===== src/rtl/pong_pkg.sv =====
// pong_pkg: types and constants shared by the pong score-keeping blocks.
//   state_e      - score keeper FSM states
//   SEG_0..SEG_9 - active-low 7-segment codes, bit order {g,f,e,d,c,b,a}
//   SEG_BLANK    - all segments off
package pong_pkg;

   typedef enum logic [1:0] {
      SERVE     = 2'd0,
      PLAY      = 2'd1,
      GAME_OVER = 2'd2
   } state_e;

   localparam logic [6:0] SEG_BLANK = 7'b1111111;
   localparam logic [6:0] SEG_0     = 7'b1000000;
   localparam logic [6:0] SEG_1     = 7'b1111001;
   localparam logic [6:0] SEG_2     = 7'b0100100;
   localparam logic [6:0] SEG_3     = 7'b0110000;
   localparam logic [6:0] SEG_4     = 7'b0011001;
   localparam logic [6:0] SEG_5     = 7'b0010010;
   localparam logic [6:0] SEG_6     = 7'b0000010;
   localparam logic [6:0] SEG_7     = 7'b1111000;
   localparam logic [6:0] SEG_8     = 7'b0000000;
   localparam logic [6:0] SEG_9     = 7'b0010000;

endpackage : pong_pkg


===== src/rtl/seven_seg.sv =====
// seven_seg: 4-bit value to active-low 7-segment decoder.
// Ports:
//   value_i - unsigned value; 0..9 shown as a digit, anything above is blank
//   seg_o   - segments {g,f,e,d,c,b,a}, active-low
module seven_seg
   import pong_pkg::*;
(
   input  logic [3:0] value_i,
   output logic [6:0] seg_o
);

   always_comb begin
      // NOTE: assigning a default before the case keeps every path driven, so no latch is inferred.
      seg_o = SEG_BLANK;
      case (value_i)
         4'd0:    seg_o = SEG_0;
         4'd1:    seg_o = SEG_1;
         4'd2:    seg_o = SEG_2;
         4'd3:    seg_o = SEG_3;
         4'd4:    seg_o = SEG_4;
         4'd5:    seg_o = SEG_5;
         4'd6:    seg_o = SEG_6;
         4'd7:    seg_o = SEG_7;
         4'd8:    seg_o = SEG_8;
         4'd9:    seg_o = SEG_9;
         default: seg_o = SEG_BLANK;
      endcase
   end

endmodule : seven_seg


===== src/rtl/score_keeper.sv =====
// score_keeper: keeps both players' scores, runs the serve/play/game-over
// FSM and drives the two score digits.
// Ports:
//   clk         - clock, shared with the ball stage
//   reset       - synchronous, active-low
//   score_left  - level: left player scored (may stay high several cycles)
//   score_right - level: right player scored
//   left_score  - left score 0..WIN_SCORE
//   right_score - right score 0..WIN_SCORE
//   hex1_d      - left digit, active-low {g,f,e,d,c,b,a}
//   hex0_d      - right digit, active-low
//   ball_hold   - 1 keeps the ball parked (serve delay and game over)
//   game_over   - 1 in GAME_OVER
//   winner      - 0 left won, 1 right won; valid while game_over = 1
module score_keeper
   import pong_pkg::*;
#(
   parameter int WIN_SCORE    = 9,
   parameter int SERVE_DELAY  = 3,
   parameter int BLINK_PERIOD = 2
)(
   input  logic       clk,
   input  logic       reset,
   input  logic       score_left,
   input  logic       score_right,
   output logic [3:0] left_score,
   output logic [3:0] right_score,
   output logic [6:0] hex1_d,
   output logic [6:0] hex0_d,
   output logic       ball_hold,
   output logic       game_over,
   output logic       winner
);

   localparam int SW = $clog2(SERVE_DELAY + 1);
   localparam int BW = $clog2(2 * BLINK_PERIOD);

   localparam logic [3:0]    WIN        = 4'(WIN_SCORE);
   localparam logic [SW-1:0] SERVE_LOAD = SW'(SERVE_DELAY);
   localparam logic [SW-1:0] SERVE_LAST = SW'(1);
   // One blink period covers a shown half and a blank half.
   localparam logic [BW-1:0] BLINK_HALF = BW'(BLINK_PERIOD);
   localparam logic [BW-1:0] BLINK_LAST = BW'(2 * BLINK_PERIOD - 1);

   state_e        state_q, state_d;
   logic [3:0]    left_q, left_d;
   logic [3:0]    right_q, right_d;
   logic [SW-1:0] serve_cnt_q, serve_cnt_d;
   logic [BW-1:0] blink_cnt_q, blink_cnt_d;
   logic          winner_q, winner_d;
   logic          sl_q, sr_q;

   logic          left_edge, right_edge;
   logic          blink_blank;
   logic [6:0]    seg_left, seg_right;

   assign left_edge  = score_left  & ~sl_q;
   assign right_edge = score_right & ~sr_q;

   always_ff @(posedge clk) begin
      // NOTE: state registers use non-blocking assignments so every register samples pre-edge values.
      if (!reset) begin
         state_q     <= SERVE;
         left_q      <= '0;
         right_q     <= '0;
         serve_cnt_q <= SERVE_LOAD;
         blink_cnt_q <= '0;
         winner_q    <= 1'b0;
         sl_q        <= 1'b0;
         sr_q        <= 1'b0;
      end else begin
         state_q     <= state_d;
         left_q      <= left_d;
         right_q     <= right_d;
         serve_cnt_q <= serve_cnt_d;
         blink_cnt_q <= blink_cnt_d;
         winner_q    <= winner_d;
         // Edge history tracks the inputs in every state, so a level held
         // across the serve delay is not seen as a fresh point afterwards.
         sl_q        <= score_left;
         sr_q        <= score_right;
      end
   end

   always_comb begin
      state_d     = state_q;
      left_d      = left_q;
      right_d     = right_q;
      serve_cnt_d = serve_cnt_q;
      blink_cnt_d = '0;
      winner_d    = winner_q;

      case (state_q)
         SERVE: begin
            if (serve_cnt_q == SERVE_LAST) begin
               state_d = PLAY;
            end else begin
               serve_cnt_d = serve_cnt_q - 1'b1;
            end
         end

         PLAY: begin
            // Simultaneous edges are a glitch: nothing changes.
            if (left_edge && !right_edge && left_q < WIN) begin
               left_d = left_q + 4'd1;
               if (left_d == WIN) begin
                  state_d  = GAME_OVER;
                  winner_d = 1'b0;
               end else begin
                  state_d     = SERVE;
                  serve_cnt_d = SERVE_LOAD;
               end
            end else if (right_edge && !left_edge && right_q < WIN) begin
               right_d = right_q + 4'd1;
               if (right_d == WIN) begin
                  state_d  = GAME_OVER;
                  winner_d = 1'b1;
               end else begin
                  state_d     = SERVE;
                  serve_cnt_d = SERVE_LOAD;
               end
            end
         end

         GAME_OVER: begin
            blink_cnt_d = (blink_cnt_q == BLINK_LAST) ? '0 : blink_cnt_q + 1'b1;
         end

         default: state_d = SERVE;
      endcase
   end

   assign left_score  = left_q;
   assign right_score = right_q;
   assign ball_hold   = (state_q != PLAY);
   assign game_over   = (state_q == GAME_OVER);
   assign winner      = winner_q;

   // Second half of each blink period blanks the winner's digit.
   assign blink_blank = game_over && (blink_cnt_q >= BLINK_HALF);

   seven_seg u_seg_left  (.value_i(left_q),  .seg_o(seg_left));
   seven_seg u_seg_right (.value_i(right_q), .seg_o(seg_right));

   assign hex1_d = (blink_blank && !winner_q) ? SEG_BLANK : seg_left;
   assign hex0_d = (blink_blank &&  winner_q) ? SEG_BLANK : seg_right;

endmodule : score_keeper


===== config.mk =====
export PLATFORM = sky130hd
export DESIGN_NAME = score_keeper
export DESIGN_NICKNAME = d
export VERILOG_FILES = /design/src/rtl/pong_pkg.sv /design/src/rtl/seven_seg.sv /design/src/rtl/score_keeper.sv
export SDC_FILE = /design/constraint.sdc
export NUM_CORES = 1
export LEC_CHECK = 0
export ABC_AREA = 1
export CORE_UTILIZATION = 54
export DETAILED_ROUTE_END_ITERATION = 10
export HOLD_SLACK_MARGIN = 0.08
export PLACE_DENSITY_LB_ADDON = 0.2
export SYNTH_ARGS = -nofsm -noshare
export SYNTH_HDL_FRONTEND = slang
export SYNTH_SLANG_ARGS = --single-unit

===== constraint.sdc =====
create_clock -name clk -period 2.03 [get_ports clk]
set_input_delay 0.406 -clock clk [delete_from_list [all_inputs] [get_ports clk]]
set_output_delay 0.406 -clock clk [all_outputs]
set_load 0.05 [all_outputs]

==> impl_metrics.env <==
export IMPL_status="finished, final reports clean"
export IMPL_synth_cell_type_count=25
export IMPL_yosys_warnings=0
export IMPL_start_kind="register"
export IMPL_m1WireLength_mm=1.75
export IMPL_cp_end_kind="primary output"
export IMPL_r2r_end="u_seg_left.seg_o[1]$_DFF_P_"
export IMPL_ys_seq_area_share_pct=32.5
export IMPL_drive_gt1_share_pct=31.5
export IMPL_start_util_pct=56.7
export IMPL_rr_startpoint="left_score[0]$_SDFFE_PN0P_"
export IMPL_fillers=249
export IMPL_first_global_vias=1570
export IMPL_ios=29
export IMPL_dieArea_um2=3780
export IMPL_top_layer="met4"
export IMPL_max_stage_delay_ns=0.83
export IMPL_antenna_found_initial=0
export IMPL_synth_area_leaders="dfxtp_1 (33%), nand2_1 (15%), ha_1 (12%)"
export IMPL_cp_cell_sequence="clkdlybuf4s50_1"
export IMPL_cts_buffers=5
export IMPL_vias=1780
export IMPL_async_flop_share_pct=0
export IMPL_yosysTopAreaCellShare_pct=32.5
export IMPL_min_path_type="reg -> reg"
export IMPL_vias_per_cell=4.77
export IMPL_cap_violations=0
export IMPL_dp_hpwl_mm=3.17
export IMPL_drtPass1Iterations=4
export IMPL_r2r_cells=13
export IMPL_area_growth_pct=40.7
export IMPL_rsz0062_at_grt="yes"
export IMPL_cts_htree_levels=2
export IMPL_rows=21
export IMPL_syn_area_um2=1910
export IMPL_drcViolationCount=0
export IMPL_cts_root_buffer="clkbuf_4"
export IMPL_grt_overflow_total=0
export IMPL_slowest_stage="clkdlybuf4s50_1"
export IMPL_syn_inst=272
export IMPL_setup_viol=0
export IMPL_totalWireLength_mm=4.14
export IMPL_worst_pin_slew_ns=0.504
export IMPL_synth_ff_type="dfxtp_1"
export IMPL_grt_pass1_wl_mm=6.46
export IMPL_fin_nets=348
export IMPL_p_leak_nw=1.57
export IMPL_path_depth=1
export IMPL_path_max_fanout=4
export IMPL_dieHeight_um=61.4
export IMPL_synth_most_common_cell="nand2_1"
export IMPL_cp_top_family="buffers and inverters"
export IMPL_power_mw=1.86
export IMPL_port_buffers=28
export IMPL_route_met2_wl_mm=2.13
export IMPL_ys_ff_latch=31
export IMPL_crit_arrival_ns=1.55
export IMPL_ir_worst_vdd_v=0.000522
export IMPL_hold_viol=0
export IMPL_clk_pin_slew_ns=0.09
export IMPL_synth_area_leader_cell="dfxtp_1"
export IMPL_dr_wl_met3_um=166
export IMPL_cp_startpoint="right_score[3]$_SDFFE_PN0P_"
export IMPL_place_congestion=0.887
export IMPL_fp_coreArea_um2=3360
export IMPL_fin_skew_ns=0.0118
export IMPL_diodes=0
export IMPL_slew_viol_final=0
export IMPL_maxSlewHeadroom_pct=66.4
export IMPL_clock_sinks=31
export IMPL_synth_commonest_cells="nand2_1 (75), inv_1 (56), dfxtp_1 (31), nand3_1 (26), ha_1 (18)"
export IMPL_cts_tree="built"
export IMPL_wl_per_cell_um=11.1
export IMPL_first_iter_violations=60
export IMPL_min_from="blink_cnt_q[0]$_SDFF_PP0_"
export IMPL_cts_buffer_depth=2
export IMPL_period_needed_ns=1.96
export IMPL_place_inst=364
export IMPL_finish_utilization_pct=79.8
export IMPL_syn_area_per_cell_um2=7.02
export IMPL_max_freq_mhz=510
export IMPL_min_period_over_period_pct=96.6
export IMPL_worst_path_buf_inv=1
export IMPL_synth_edf_count=0
export IMPL_worstPathRequired_ns=1.62
export IMPL_critical_path_class="reg -> out"
export IMPL_r2r_setup_slack_ns=0.14
export IMPL_die_w_um=61.4
export IMPL_grt_max_degree=14
export IMPL_powerDensity_nw_per_um2=692
export IMPL_synthesis_nets=294
export IMPL_endpoint="right_score[3]"
export IMPL_grtUsageTotal_pct=23.7
export IMPL_final_cell_count_no_fill=373
export IMPL_clk_latency_ns=0.33
export IMPL_final_antenna_net_count=0
## worst min path at each step
stage                                             end  cells past startpoint  slack [ns]
final                       blink_cnt_q[0]$_SDFF_PP0_                      1        0.43
after CTS                   blink_cnt_q[0]$_SDFF_PP0_                      1        0.47
after global routing        blink_cnt_q[0]$_SDFF_PP0_                      1        0.46
after floorplan             blink_cnt_q[0]$_SDFF_PP0_                      1        0.43
after global placement    serve_cnt_q[1]$_SDFFE_PN1P_                      2        0.44
after detailed placement    blink_cnt_q[0]$_SDFF_PP0_                      1        0.46
## sequential cells by signal, indices dropped and copies added (netlist names)
register,flops
u_seg_left.seg_o,7
u_seg_right.seg_o,7
left_score,4
right_score,4
blink_cnt_q,2
serve_cnt_q,2
state_q,2
sl_q,1
sr_q,1
winner,1
## cells in the final DEF (no fill, tap or decap), types with 2 or more instances in the layout
cell type        synthesis  layout
nand2_1                 75      65
inv_1                   56      53
nand3_1                 26      24
dfxtp_1                 31      24
buf_4                    0      23
ha_1                    18      17
nand2_2                  8      16
buf_12                   0      14
nand4_1                 12      12
inv_2                    6       9
nor2_1                  12       9
clkdlybuf4s50_1          0       7
nor2_4                   4       5
nor2_2                   3       5
clkbuf_4                 0       5
nand3_2                  2       4
nand2_4                  2       4
dfxtp_2                  0       4
dfxtp_4                  0       3
dlygate4sd2_1            0       3
nand3_4                  2       2
clkinv_2                 1       2
a21oi_1                  2       2
o21ai_0                  2       2
nor3_1                   2       2
dlymetal6s2s_1           0       2
## repair_timing
item                                    4_1_cts  5_1_grt
pin swaps                                     0       11
hold endpoints to repair                      0        0
endpoints found under the setup margin       17       24
gates resized for setup                       7       23
hold buffers                                  0        0
buffers inserted                              0        1
## layer usage
layer  vias up  track usage, %
met5         -               0
li1        940               -
met4         0            9.21
met2        40            42.2
met3         9            7.56
met1       791            26.3
## through the flow
stage	setup TNS (ns)	hold WS [ns]	setup slack [ns]	instance area (um2)
2_1_floorplan	0	0.429	0.00720	1930
6_report	0	0.430	0.0699	2690
5_1_grt	-0.00463	0.457	-0.00310	2690
4_1_cts	0	0.474	0.000601	2610
3_3_place_gp	-1.76	0.444	-0.217	2540
3_5_place_dp	-2.41	0.464	-0.273	2540
## cells by family after synthesis
family,synth area share [%]
simple gates,40.4
buf+inv,13.0
flops,32.5
fa+ha+maj,11.8
compound gates,2.30
## final cells by class
class	count	area [um2]	share of cell area, %
well taps	46	57.6	2.14
flip-flops and latches	31	637	23.7
clock inverters	1	5.00	0.186
repair buffers	49	574	21.4
multi-input cells	176	1120	41.7
clock buffers	7	55.1	2.05
inverters	63	238	8.85
## power breakdown
group	internal, mW	total, mW	switching, mW
Clock	0.168	0.369	0.202
Combinational	0.316	0.770	0.454
Sequential	0.675	0.719	0.0443
Power figures use the tool's default switching activity.
